File: src/rtl/axi_rd_sram_responder.sv
// rtl/axi_rd_sram_responder.sv - AXI4 read-only AR/R responder over a 1-cycle-latency SRAM.
// Optional per-beat address range check enabled by defining AXI_RD_RANGECHK_EN.
module axi_rd_sram_responder #(
  parameter int              DW        = 64,
  parameter int              AW        = 32,
  parameter int              IDW       = 8,
  parameter int              MEM_AW    = 12,
  parameter logic [AW-1:0]   BASE_ADDR = 32'h8000_0000
) (
  input  logic              clk_i,
  input  logic              arst_i,
  input  logic              s_arvalid,
  output logic              s_arready,
  input  logic [AW-1:0]     s_araddr,
  input  logic [IDW-1:0]    s_arid,
  input  logic [7:0]        s_arlen,
  input  logic [2:0]        s_arsize,
  input  logic [1:0]        s_arburst,
  output logic              s_rvalid,
  input  logic              s_rready,
  output logic [DW-1:0]     s_rdata,
  output logic [IDW-1:0]    s_rid,
  output logic [1:0]        s_rresp,
  output logic              s_rlast,
  output logic              mem_ren,
  output logic [MEM_AW-1:0] mem_addr,
  input  logic [DW-1:0]     mem_rdata
);

  localparam int LSB = $clog2(DW / 8);

  typedef enum logic [1:0] {IDLE, BURST, DRAIN} state_t;

  state_t          state_q, state_d;
  logic [AW-1:0]   addr_q, addr_d;
  logic [IDW-1:0]  id_q, id_d;
  logic [7:0]      len_q, len_d;
  logic [7:0]      cnt_q, cnt_d;
  logic [2:0]      size_q, size_d;
  logic [1:0]      burst_q, burst_d;
  logic            err_q, err_d;
  logic            infl_q, infl_d;
  logic            infl_err_q, infl_err_d;
  logic            infl_last_q, infl_last_d;
  logic [DW+2:0]   slot0_q, slot0_d;
  logic [DW+2:0]   slot1_q, slot1_d;
  logic [1:0]      nbuf_q, nbuf_d;

  logic [AW-1:0]   off, step, wmask, addr_inc, addr_next;
  logic            range_err, beat_err, issue, ar_hs, ar_err, wrap_ok;
  logic            pop, pop_buf, push;
  logic [DW-1:0]   in_data;
  logic [DW+2:0]   in_entry, head;

  assign s_arready = (state_q == IDLE) && !arst_i;
  assign ar_hs     = s_arvalid && s_arready;
  assign wrap_ok   = (s_arlen == 8'd1) || (s_arlen == 8'd3) || (s_arlen == 8'd7) || (s_arlen == 8'd15);
  assign ar_err    = (s_arsize > 3'(LSB)) || (s_arburst == 2'b11) || ((s_arburst == 2'b10) && !wrap_ok);

  always_comb begin
    off      = addr_q - BASE_ADDR;
    step     = AW'(1) << size_q;
    wmask    = ((AW'(len_q) + AW'(1)) << size_q) - AW'(1);
    addr_inc = addr_q + step;
    case (burst_q)
      2'b00:   addr_next = addr_q;
      2'b10:   addr_next = (addr_q & ~wmask) | (addr_inc & wmask);
      default: addr_next = addr_inc;
    endcase
`ifdef AXI_RD_RANGECHK_EN
    range_err = (addr_q < BASE_ADDR) || ((off >> (MEM_AW + LSB)) != '0);
`else
    range_err = 1'b0;
`endif
    beat_err = err_q || range_err;
    // A read may be issued only while its result is guaranteed a FIFO slot.
    issue    = (state_q == BURST) && ((nbuf_q + {1'b0, infl_q}) < 2'd2);
    mem_ren  = issue && !beat_err;
    mem_addr = MEM_AW'(off >> LSB);
  end

  always_comb begin
    in_data  = infl_err_q ? '0 : mem_rdata;
    in_entry = {in_data, (infl_err_q ? 2'b10 : 2'b00), infl_last_q};
    // An empty FIFO forwards the in-flight SRAM word directly to R.
    if (nbuf_q != 2'd0) head = slot0_q;
    else if (infl_q)    head = in_entry;
    else                head = '0;
    s_rvalid = (nbuf_q != 2'd0) || infl_q;
    s_rdata  = head[DW+2:3];
    s_rresp  = head[2:1];
    s_rlast  = head[0];
    s_rid    = id_q;
    pop      = s_rvalid && s_rready;
    pop_buf  = pop && (nbuf_q != 2'd0);
    push     = infl_q && !(pop && (nbuf_q == 2'd0));
  end

  always_comb begin
    state_d     = state_q;
    addr_d      = addr_q;
    id_d        = id_q;
    len_d       = len_q;
    cnt_d       = cnt_q;
    size_d      = size_q;
    burst_d     = burst_q;
    err_d       = err_q;
    infl_d      = issue;
    infl_err_d  = beat_err;
    infl_last_d = (cnt_q == len_q);
    slot0_d     = slot0_q;
    slot1_d     = slot1_q;
    nbuf_d      = nbuf_q;

    if (pop_buf) begin
      slot0_d = slot1_q;
      nbuf_d  = nbuf_d - 2'd1;
    end
    if (push) begin
      if (nbuf_d == 2'd0) slot0_d = in_entry;
      else                slot1_d = in_entry;
      nbuf_d = nbuf_d + 2'd1;
    end

    case (state_q)
      IDLE: begin
        if (ar_hs) begin
          addr_d  = s_araddr;
          id_d    = s_arid;
          len_d   = s_arlen;
          size_d  = s_arsize;
          burst_d = s_arburst;
          err_d   = ar_err;
          cnt_d   = 8'd0;
          state_d = BURST;
        end
      end
      BURST: begin
        if (issue) begin
          addr_d = addr_next;
          cnt_d  = cnt_q + 8'd1;
          if (cnt_q == len_q) state_d = DRAIN;
        end
      end
      DRAIN: begin
        if ((nbuf_q == 2'd0) && !infl_q) state_d = IDLE;
      end
      default: state_d = IDLE;
    endcase
  end

  always_ff @(posedge clk_i or posedge arst_i) begin
    if (arst_i) begin
      state_q     <= IDLE;
      addr_q      <= '0;
      id_q        <= '0;
      len_q       <= '0;
      cnt_q       <= '0;
      size_q      <= '0;
      burst_q     <= '0;
      err_q       <= 1'b0;
      infl_q      <= 1'b0;
      infl_err_q  <= 1'b0;
      infl_last_q <= 1'b0;
      slot0_q     <= '0;
      slot1_q     <= '0;
      nbuf_q      <= '0;
    end else begin
      state_q     <= state_d;
      addr_q      <= addr_d;
      id_q        <= id_d;
      len_q       <= len_d;
      cnt_q       <= cnt_d;
      size_q      <= size_d;
      burst_q     <= burst_d;
      err_q       <= err_d;
      infl_q      <= infl_d;
      infl_err_q  <= infl_err_d;
      infl_last_q <= infl_last_d;
      slot0_q     <= slot0_d;
      slot1_q     <= slot1_d;
      nbuf_q      <= nbuf_d;
    end
  end

endmodule

File: config.mk
export PLATFORM = sky130hd
export DESIGN_NAME = axi_rd_sram_responder
export DESIGN_NICKNAME = d
export VERILOG_FILES = /design/src/rtl/axi_rd_sram_responder.sv
export SDC_FILE = /design/constraint.sdc
export NUM_CORES = 1
export LEC_CHECK = 0
export CORE_ASPECT_RATIO = 0.75
export CORE_MARGIN = 2
export CORE_UTILIZATION = 48
export CTS_CLUSTER_SIZE = 10
export DETAILED_ROUTE_END_ITERATION = 8
export GPL_TIMING_DRIVEN = 0
export PLACE_DENSITY_LB_ADDON = 0.3
export SLEW_MARGIN = 25
export SYNTH_ARGS = -nofsm -noshare
export SYNTH_HDL_FRONTEND = slang
export SYNTH_SLANG_ARGS = --single-unit
File: constraint.sdc
create_clock -name clk_i -period 6.8 [get_ports clk_i]
set_input_delay 1.36 -clock clk_i [delete_from_list [all_inputs] [get_ports clk_i]]
set_output_delay 1.36 -clock clk_i [all_outputs]
set_load 0.03 [all_outputs]
==> results of run 1 <==
cell usage in the layout, fill, tap and decap left out, types with 4 or more instances in the layout:
cell type                         netlist  routed
sky130_fd_sc_hd__and2_1                 4       4
sky130_fd_sc_hd__buf_2                  8       8
sky130_fd_sc_hd__o22ai_1               67      67
sky130_fd_sc_hd__nand2_1              247     247
sky130_fd_sc_hd__nand2b_1              17      17
sky130_fd_sc_hd__o21ai_0              159     159
sky130_fd_sc_hd__buf_4                 12      12
sky130_fd_sc_hd__dfrtp_1              185     185
sky130_fd_sc_hd__a31oi_1                7       7
sky130_fd_sc_hd__inv_1                 83      82
sky130_fd_sc_hd__mux2_2                89      89
sky130_fd_sc_hd__xnor2_1               12      12
sky130_fd_sc_hd__or3_1                 10      10
sky130_fd_sc_hd__nor4_1                 6       6
sky130_fd_sc_hd__clkdlybuf4s50_1        0     193
sky130_fd_sc_hd__nor2b_1                5       5
sky130_fd_sc_hd__o211ai_1               7       7
sky130_fd_sc_hd__mux2i_1                7       7
sky130_fd_sc_hd__clkbuf_1              70      71
sky130_fd_sc_hd__nor2_1                50      50
sky130_fd_sc_hd__a21oi_1               39      39
sky130_fd_sc_hd__nor3_1                13      13
sky130_fd_sc_hd__ha_1                  13      13
sky130_fd_sc_hd__a21boi_0               4       4
sky130_fd_sc_hd__nand4_1                6       6
sky130_fd_sc_hd__inv_6                  0       6
sky130_fd_sc_hd__nand3_1               21      21
sky130_fd_sc_hd__clkinv_8               0       7
sky130_fd_sc_hd__xor2_1                25      25
sky130_fd_sc_hd__clkbuf_16              0      17
stage by stage:
step | total power [mW] | TNS, ns | instances
after floorplan | 4.253 | 0 | 1245
after global placement | 5.383 | -401.65 | 1732
after detailed placement | 5.444 | 0 | 1734
after CTS | 6.478 | 0 | 1766
after global routing | 6.960 | 0 | 1767
final | 6.524 | 0 | 1767
layout make-up:
type                       count  area (um2)
clock inverter                14       177.7
tap                          294       367.9
antenna                        1       2.502
multi-input combinational    880        5378
inverter                      84       322.8
clock buffer                  18       429.2
sequential                   185        4629
fill                        1925        8320
timing repair buffer         195        1987
buffer                        96       437.9
flip-flops by register name (all words and copies together) (netlist names), 2 cells and up, named ones only:
signal and flops:
state_q 2, size_q 3, slot0_q 67, slot1_q 66, s_rid 8, cnt_q 8, len_q 8, nbuf_q 2
burst_q 2
cell families (layout without fill, tap and decap cells):
| group | after synthesis | count (layout) |
|---|---|---|
| XOR/XNOR | 38 | 38 |
| buffers and inverters | 180 | 407 |
| multiplexers | 96 | 96 |
| AND/OR/NAND/NOR | 405 | 405 |
| adder cells (fa/ha/maj) | 14 | 14 |
| AO/OA/AOI/OAI | 327 | 327 |
| flip-flops | 185 | 185 |
| other | 0 | 1 |
how the worst max path moves through the flow:
stage | slack [ns] | endpoint | from
final | 2.00 | s_rdata[30] | nbuf_q[0]
after global routing | 1.78 | s_rdata[33] | nbuf_q[0]
after CTS | 2.00 | s_rdata[30] | nbuf_q[0]
after detailed placement | 2.14 | slot1_q[35] | s_rready
after global placement | -2.19 | slot1_q[14] | arst_i
after floorplan | 0.41 | asynchronous set/reset pin | arst_i
power by group:
group          total [mW]  switching (mW)  internal [mW]  leakage [nW]
clock network        1.02           0.519          0.500         0.292
logic                3.88            2.44           1.44          2.99
registers            1.62           0.223           1.40          2.42
cell usage after synthesis (all sizes together) (3+ instances only):
library cell    n
o211ai          8
nand4           8
nor3           13
o2111ai         3
nand3          22
nand2b         17
nor2           50
a21oi          39
or3            10
a31oi           7
o221ai          3
mux2           89
o21a            3
dfrtp         185
nor4            9
nand2         248
o22ai          67
ha             13
nor2b           5
a21boi          5
buf            26
a311oi          3
a21o            3
o21ai         163
or4             3
xor2           26
and4b           3
clkbuf         70
and3            3
and2            5
mux2i           7
xnor2          12
inv            83
routing by layer:
layer,GRT usage,routed length (um)
met5,0,0
met4,0.08494,689
met3,0.04966,2251
met2,0.3869,13330
met1,0.4177,15400
worst max-delay path: cells and delay by family (launching register included):
family / cells / cell delay, ns
buffers and inverters: 4 / 1.67
AO/OA/AOI/OAI: 1 / 0.32
AND/OR/NAND/NOR: 1 / 0.39
flip-flops: 1 / 0.39
adder cells (fa/ha/maj): 1 / 0.22
==> impl_metrics.prom, run 1 <==
# TYPE chip_impl_metric gauge
chip_impl_metric{name="hold_ws",unit="ns"} 0.4099
chip_impl_metric{name="worst-path-max-fanout",unit=""} 10
chip_impl_metric{name="power.ir.vdd_worst",unit="mV"} 0.2937
chip_impl_metric{name="postCtsSetupRepairBufs",unit=""} 0
chip_impl_metric{name="cts_inserted_buffers",unit=""} 17
chip_impl_metric{name="synth_compound_gate_area_share",unit=""} 0.1814
chip_impl_metric{name="die_w",unit="um"} 176.9
chip_impl_metric{name="clock-sinks",unit=""} 185
chip_impl_metric{name="synth_cells",unit=""} 1245
chip_impl_metric{name="first_pass_grt_wire_length",unit="mm"} 50.78
chip_impl_info{name="start_kind",value="flip-flop"} 1
chip_impl_metric{name="groute.usage.overall",unit=""} 0.2720
chip_impl_info{name="clock_tree.root_cell",value="sky130_fd_sc_hd__clkbuf_16"} 1
chip_impl_info{name="timing.critical_path.slowest_stage_cell",value="sky130_fd_sc_hd__clkdlybuf4s50_1"} 1
chip_impl_metric{name="yosysTopAreaCellShare",unit=""} 0.4302
chip_impl_metric{name="layout.cell_area.non_filler",unit="um2"} 13730
chip_impl_info{name="synthTopCellsByArea",value="sky130_fd_sc_hd__dfrtp_1 43%, sky130_fd_sc_hd__mux2_2 9.3%, sky130_fd_sc_hd__nand2_1 8.6%, sky130_fd_sc_hd__o21ai_0 7.4%, sky130_fd_sc_hd__o22ai_1 3.9%"} 1
chip_impl_metric{name="critPathRequiredTime",unit="ns"} 5.44
chip_impl_metric{name="start_util",unit=""} 0.4879
chip_impl_info{name="main_combinational_cell_family_by_area_after_synthesis",value="compound AO/OA/AOI/OAI gates"} 1
chip_impl_info{name="worstHoldStart",value="beat_err"} 1
chip_impl_metric{name="critical_path_s_largest_stage_delay",unit="ns"} 0.74
chip_impl_metric{name="pin_count",unit=""} 211
chip_impl_info{name="result_of_the_run",value="completed"} 1
chip_impl_info{name="crit_path_cell_trace",value="inv_1 -> ha_1 -> clkbuf_1 -> nand2_1 -> clkbuf_1 -> o22ai_1 -> clkdlybuf4s50_1"} 1
chip_impl_metric{name="syn_area",unit="um2"} 10760
chip_impl_info{name="rsz0062_at_grt",value="no"} 1
chip_impl_metric{name="drt_iter0_drc",unit=""} 969
chip_impl_metric{name="gr-total-overflow",unit=""} 0
chip_impl_metric{name="rrSetupSlack",unit="ns"} 2.97
chip_impl_metric{name="detailroute.via_count",unit=""} 9955
chip_impl_metric{name="clock_skew",unit="ns"} 0.01185
chip_impl_info{name="timing.hold.worst_endpoint",value="infl_err_q"} 1
chip_impl_metric{name="floorplan.die_area",unit="um2"} 23640
chip_impl_metric{name="worst_hold_path.num_cells",unit=""} 0
chip_impl_metric{name="grt_max_degree",unit=""} 71
chip_impl_info{name="worstSetupEndpointType",value="output port"} 1
chip_impl_metric{name="max_cap_violations",unit=""} 0
chip_impl_metric{name="height_of_the_die",unit="um"} 133.7
chip_impl_metric{name="timing_hold_violations_final",unit=""} 0
chip_impl_metric{name="worst-r2r-cell-count",unit=""} 14
chip_impl_metric{name="drt-vias-per-instance",unit=""} 5.634
chip_impl_metric{name="async_reset_ff_frac",unit=""} 1.000
chip_impl_metric{name="final_critical_path_setup_slack",unit="ns"} 2.000
chip_impl_info{name="cpMostUsedCell",value="sky130_fd_sc_hd__clkbuf_1"} 1
chip_impl_metric{name="clk_pin_slew",unit="ns"} 0.08
chip_impl_info{name="yosysTopAreaCell",value="sky130_fd_sc_hd__dfrtp_1"} 1
chip_impl_metric{name="yosys-mux-area-fraction",unit=""} 0.09965
chip_impl_metric{name="layout_worst_path_cycle_share",unit=""} 0.7058
chip_impl_metric{name="syn-num-nets",unit=""} 1380
chip_impl_metric{name="worst_slew_margin_rel",unit=""} 0.4405
chip_impl_metric{name="clock_tree.buffer_depth",unit=""} 2
chip_impl_info{name="min-delay-path-class",value="flip-flop to flip-flop"} 1
chip_impl_metric{name="setup_viol",unit=""} 0
chip_impl_metric{name="drt-wirelength-per-cell",unit="um"} 17.92
chip_impl_metric{name="remaining_drc_errors",unit=""} 0
chip_impl_metric{name="drive_gt1_frac",unit=""} 0.1114
chip_impl_info{name="r2r-start",value="size_q[2]"} 1
chip_impl_metric{name="routed_wire_length",unit="mm"} 31.67
chip_impl_metric{name="place_area",unit="um2"} 13120
chip_impl_metric{name="fin_util",unit=""} 0.6227
chip_impl_metric{name="power-per-cell-area",unit="nW/um2"} 475.1
chip_impl_metric{name="vias_in_the_first_global_route",unit=""} 9622
chip_impl_metric{name="numPortBuffers",unit=""} 193
chip_impl_metric{name="data_arrival_at_the_endpoint_of_the_critical_path",unit="ns"} 3.44
chip_impl_metric{name="rows",unit=""} 47
chip_impl_metric{name="finalNetCount",unit=""} 1594
chip_impl_metric{name="worstSkewPairLatency",unit="ns"} 0.44
chip_impl_metric{name="avgSynthCellArea",unit="um2"} 8.643
chip_impl_metric{name="cellLeakagePower",unit="nW"} 5.709
chip_impl_metric{name="layout-area-overhead-vs-synth",unit="%"} 27.62
chip_impl_metric{name="core_area",unit="um2"} 22050
chip_impl_metric{name="antenna_found_initial",unit=""} 1
chip_impl_metric{name="holdBufCountCts",unit=""} 0
chip_impl_metric{name="synth-seq-area-share",unit=""} 0.4302
chip_impl_metric{name="fmax",unit="MHz"} 208.4
chip_impl_metric{name="worst_slew_pin_slew",unit="ns"} 0.8392
chip_impl_metric{name="final_period_minus_worst_setup_slack",unit="ns"} 4.800
chip_impl_metric{name="synth_simple_gate_area_share",unit=""} 0.1701
chip_impl_metric{name="synth_cell_types",unit=""} 74
chip_impl_metric{name="pre_cts_slack",unit="ns"} 2.145
chip_impl_metric{name="yosys.area_share.adder",unit=""} 0.01698
chip_impl_metric{name="drtPass1Iterations",unit=""} 7
chip_impl_info{name="cts_tree",value="yes"} 1
chip_impl_metric{name="ys_warn_count",unit=""} 0
chip_impl_metric{name="number_of_flip_flops_and_latches_in_the_synthesized_netlist",unit=""} 185
chip_impl_metric{name="h-tree-depth",unit=""} 4
chip_impl_metric{name="detailedPlacementHpwl",unit="mm"} 23.24
chip_impl_metric{name="drt.antenna.violating_nets",unit=""} 0
chip_impl_metric{name="synth_enable_flop_cells",unit=""} 0
chip_impl_metric{name="place_congestion",unit=""} 0.9291
chip_impl_info{name="synth_top_flop_cell",value="sky130_fd_sc_hd__dfrtp_1"} 1
chip_impl_metric{name="number_of_resized_instances_in_the_post_cts_repair_step",unit=""} 0
chip_impl_info{name="critPathKind",value="flip-flop to output port"} 1
chip_impl_metric{name="fraction_of_synthesized_cell_area_in_xor_and_xnor_cells",unit=""} 0.03163
chip_impl_metric{name="final_max_slew_viol_count",unit=""} 0
No activity file was read; power rests on OpenSTA's default activity.
==> inputs of run 2 (changes only) <==
clock period = 4.4 ns   (was 6.8 ns; I/O delays follow)
==> run 2 against run 1 <==
  * Register-to-register slack worse by 2.3 ns
  * Routed wire length is 0.54% higher
  * Largest cell class unchanged
  * First-iteration DRC count is 1.3% higher
  * Highest routed layer unchanged
  * Critical endpoint unchanged
  * Clock power is 54% higher
  * Cell count is 0.23% higher
  * Non-clock buffer count is 5 higher
  * Setup slack worse by 1.7 ns
  * Sequential power is 55% higher
  * Core utilization is 0.42 points higher
  * Clock-buffer cell count stayed put
==> impl_metrics.prom, run 2 (synthesis results as in run 1) <==
# TYPE chip_impl_metric gauge
chip_impl_info{name="result_of_the_run",value="completed"} 1
chip_impl_metric{name="clock_tree.buffer_depth",unit=""} 2
chip_impl_metric{name="worst_hold_path.num_cells",unit=""} 0
chip_impl_metric{name="sequentialPowerShare",unit=""} 0.249
chip_impl_metric{name="drt.antenna.violating_nets",unit=""} 0
chip_impl_metric{name="floorplan.die_area",unit="um2"} 23640
chip_impl_metric{name="drt-wirelength-per-cell",unit="um"} 17.98
chip_impl_metric{name="height_of_the_die",unit="um"} 133.7
chip_impl_metric{name="worst_slew_margin_rel",unit=""} 0.4862
chip_impl_metric{name="finalNetCount",unit=""} 1599
chip_impl_metric{name="detailroute.via_count",unit=""} 9969
chip_impl_info{name="clock_tree.root_cell",value="sky130_fd_sc_hd__clkbuf_16"} 1
chip_impl_metric{name="critical_path_s_largest_stage_delay",unit="ns"} 0.74
chip_impl_info{name="crit_path_cell_trace",value="inv_1 -> clkbuf_1 -> clkbuf_1 -> nand2_1 -> o22ai_1 -> clkdlybuf4s50_1"} 1
chip_impl_metric{name="worst_slew_pin_slew",unit="ns"} 0.7707
chip_impl_info{name="timing.critical_path.slowest_stage_cell",value="sky130_fd_sc_hd__clkdlybuf4s50_1"} 1
chip_impl_metric{name="rows",unit=""} 47
chip_impl_metric{name="holdBufCountCts",unit=""} 0
chip_impl_metric{name="worst-path-max-fanout",unit=""} 10
chip_impl_info{name="cts_tree",value="yes"} 1
chip_impl_metric{name="drtPass1Iterations",unit=""} 8
chip_impl_metric{name="detailedPlacementHpwl",unit="mm"} 23.79
chip_impl_metric{name="drt-vias-per-instance",unit=""} 5.629
chip_impl_info{name="final_cell_mix",value="247 x sky130_fd_sc_hd__nand2_1, 193 x sky130_fd_sc_hd__clkdlybuf4s50_1, 185 x sky130_fd_sc_hd__dfrtp_1, 159 x sky130_fd_sc_hd__o21ai_0, 89 x sky130_fd_sc_hd__mux2_2"} 1
chip_impl_metric{name="h-tree-depth",unit=""} 4
chip_impl_metric{name="pin_count",unit=""} 211
chip_impl_metric{name="routed_wire_length",unit="mm"} 31.84
chip_impl_metric{name="rrSetupSlack",unit="ns"} 0.63
chip_impl_metric{name="pwr-share-clk",unit=""} 0.155
chip_impl_metric{name="p_total",unit="mW"} 10.10
chip_impl_info{name="start_kind",value="flip-flop"} 1
chip_impl_metric{name="gr-total-overflow",unit=""} 0
chip_impl_info{name="critPathKind",value="flip-flop to output port"} 1
chip_impl_metric{name="layout-area-overhead-vs-synth",unit="%"} 28.48
chip_impl_metric{name="data_arrival_at_the_endpoint_of_the_critical_path",unit="ns"} 3.21
chip_impl_metric{name="intPower",unit="mW"} 5.178
chip_impl_metric{name="place_congestion",unit=""} 0.9040
chip_impl_info{name="r2r-start",value="size_q[2]"} 1
chip_impl_info{name="min-delay-path-class",value="flip-flop to flip-flop"} 1
chip_impl_metric{name="fmax",unit="MHz"} 244.4
chip_impl_metric{name="drive_gt1_frac",unit=""} 0.1158
chip_impl_metric{name="remaining_drc_errors",unit=""} 0
chip_impl_metric{name="switching_share",unit=""} 0.4874
chip_impl_info{name="worstSetupEndpointType",value="output port"} 1
chip_impl_metric{name="antenna_found_initial",unit=""} 0
chip_impl_metric{name="grt_max_degree",unit=""} 32
chip_impl_metric{name="clock_skew",unit="ns"} 0.01351
chip_impl_info{name="register_name_with_the_most_flops",value="slot0_q"} 1
chip_impl_metric{name="cellLeakagePower",unit="nW"} 5.755
chip_impl_metric{name="cts_inserted_buffers",unit=""} 17
chip_impl_metric{name="drt_iter0_drc",unit=""} 982
chip_impl_info{name="rsz0062_at_grt",value="no"} 1
chip_impl_metric{name="groute.usage.overall",unit=""} 0.2760
chip_impl_metric{name="max_cap_violations",unit=""} 0
chip_impl_metric{name="worstSkewPairLatency",unit="ns"} 0.44
chip_impl_metric{name="start_util",unit=""} 0.4879
chip_impl_metric{name="hold_ws",unit="ns"} 0.4164
chip_impl_metric{name="power.share.combinational",unit=""} 0.596
chip_impl_info{name="commonest_non_fill_non_tap_cell_in_the_layout",value="sky130_fd_sc_hd__nand2_1"} 1
chip_impl_metric{name="worst-r2r-cell-count",unit=""} 14
chip_impl_metric{name="layout.cell_area.non_filler",unit="um2"} 13820
chip_impl_metric{name="net-switching-power",unit="mW"} 4.925
chip_impl_metric{name="num_antenna_cells",unit=""} 0
chip_impl_metric{name="place_area",unit="um2"} 13220
chip_impl_metric{name="finalSetupTns",unit="ns"} 0
chip_impl_info{name="cp-startpoint",value="infl_err_q"} 1
chip_impl_metric{name="timing_hold_violations_final",unit=""} 0
chip_impl_metric{name="setup_viol",unit=""} 0
chip_impl_metric{name="clock-sinks",unit=""} 185
chip_impl_metric{name="die_w",unit="um"} 176.9
chip_impl_metric{name="final_critical_path_setup_slack",unit="ns"} 0.3082
chip_impl_metric{name="layout_worst_path_cycle_share",unit=""} 0.9300
chip_impl_metric{name="vias_in_the_first_global_route",unit=""} 9646
chip_impl_metric{name="critPathRequiredTime",unit="ns"} 3.52
chip_impl_metric{name="numPortBuffers",unit=""} 193
chip_impl_metric{name="core_area",unit="um2"} 22050
chip_impl_metric{name="first_pass_grt_wire_length",unit="mm"} 51.58
chip_impl_metric{name="final_period_minus_worst_setup_slack",unit="ns"} 4.092
chip_impl_info{name="largestRegisters",value="slot0_q: 67 flops, slot1_q: 66 flops"} 1
chip_impl_metric{name="final_max_slew_viol_count",unit=""} 0
chip_impl_metric{name="pre_cts_slack",unit="ns"} 0.2259
chip_impl_info{name="crit_end",value="s_rdata[30]"} 1
chip_impl_metric{name="power.ir.vdd_worst",unit="mV"} 0.4315
chip_impl_info{name="cpMostUsedCell",value="sky130_fd_sc_hd__clkbuf_1"} 1
chip_impl_metric{name="clk_pin_slew",unit="ns"} 0.07
chip_impl_metric{name="power-per-cell-area",unit="nW/um2"} 730.8
chip_impl_metric{name="largest_reg_flops",unit=""} 67
-- run 2: how the worst min path moves through the flow --
stage / from / end / slack (ns)
4_1_cts: beat_err / infl_err_q / 0.42
6_report: beat_err / infl_err_q / 0.42
5_1_grt: beat_err / infl_err_q / 0.44
3_5_place_dp: beat_err / infl_err_q / 0.41
3_3_place_gp: beat_err / infl_err_q / 0.41
2_1_floorplan: beat_err / infl_err_q / 0.38
-- run 2: layer usage --
metal | track usage | vias up | share of wire
met5 | 0 | - | 0
met4 | 0.06566 | 0 | 0.015
met3 | 0.05965 | 40 | 0.081
met2 | 0.4017 | 401 | 0.43
met1 | 0.4188 | 4787 | 0.47
li1 | - | 4741 | -
-- run 2: power groups by stage --
| stage | combinational, mW | sequential, mW | clock, mW |
|---|---|---|---|
| 2_1_floorplan | 4.07 | 2.50 | 0 |
| 3_3_place_gp | 5.82 | 2.52 | 0 |
| 3_5_place_dp | 5.91 | 2.53 | 0 |
| 4_1_cts | 5.94 | 2.50 | 1.58 |
| 5_1_grt | 6.54 | 2.56 | 1.66 |
| 6_report | 6.02 | 2.51 | 1.57 |
-- run 2: final cells by class --
type                    count  area, um2
fillers                  1904       8228
multi-input cells         880       5378
flip-flops and latches    185       4629
repair buffers            200       2087
clock buffers              18      439.2
plain buffers              96      439.2
well taps                 294      367.9
inverters                  84      319.1
clock inverters            14      165.2
-- run 2: through the flow --
stage | util | std cells
floorplan | - | 1245
global placement | 0.5924 | 1732
detailed placement | 0.5994 | 1739
CTS | 0.6268 | 1771
global route | 0.6269 | 1771
finish | 0.6269 | 1771
-- run 2: timing repair --
item / in CTS / in global routing
buffers inserted: 0 / 0
setup endpoints to repair: 0 / 4
gates resized for setup: 0 / 2
-- run 2: critical path: cells and delay by family, from the launching register on --
family,cells,cell delay (ns)
AND/OR/NAND/NOR,1,0.18
flip-flops,1,0.42
buffers and inverters,4,1.85
AO/OA/AOI/OAI,1,0.32
==> inputs of run 3 (changes only) <==
SKIP_CTS_REPAIR_TIMING = 1   (was default)
==> results of run 3 <==
Final layout, timing and power as in run 2 (identical DEF).
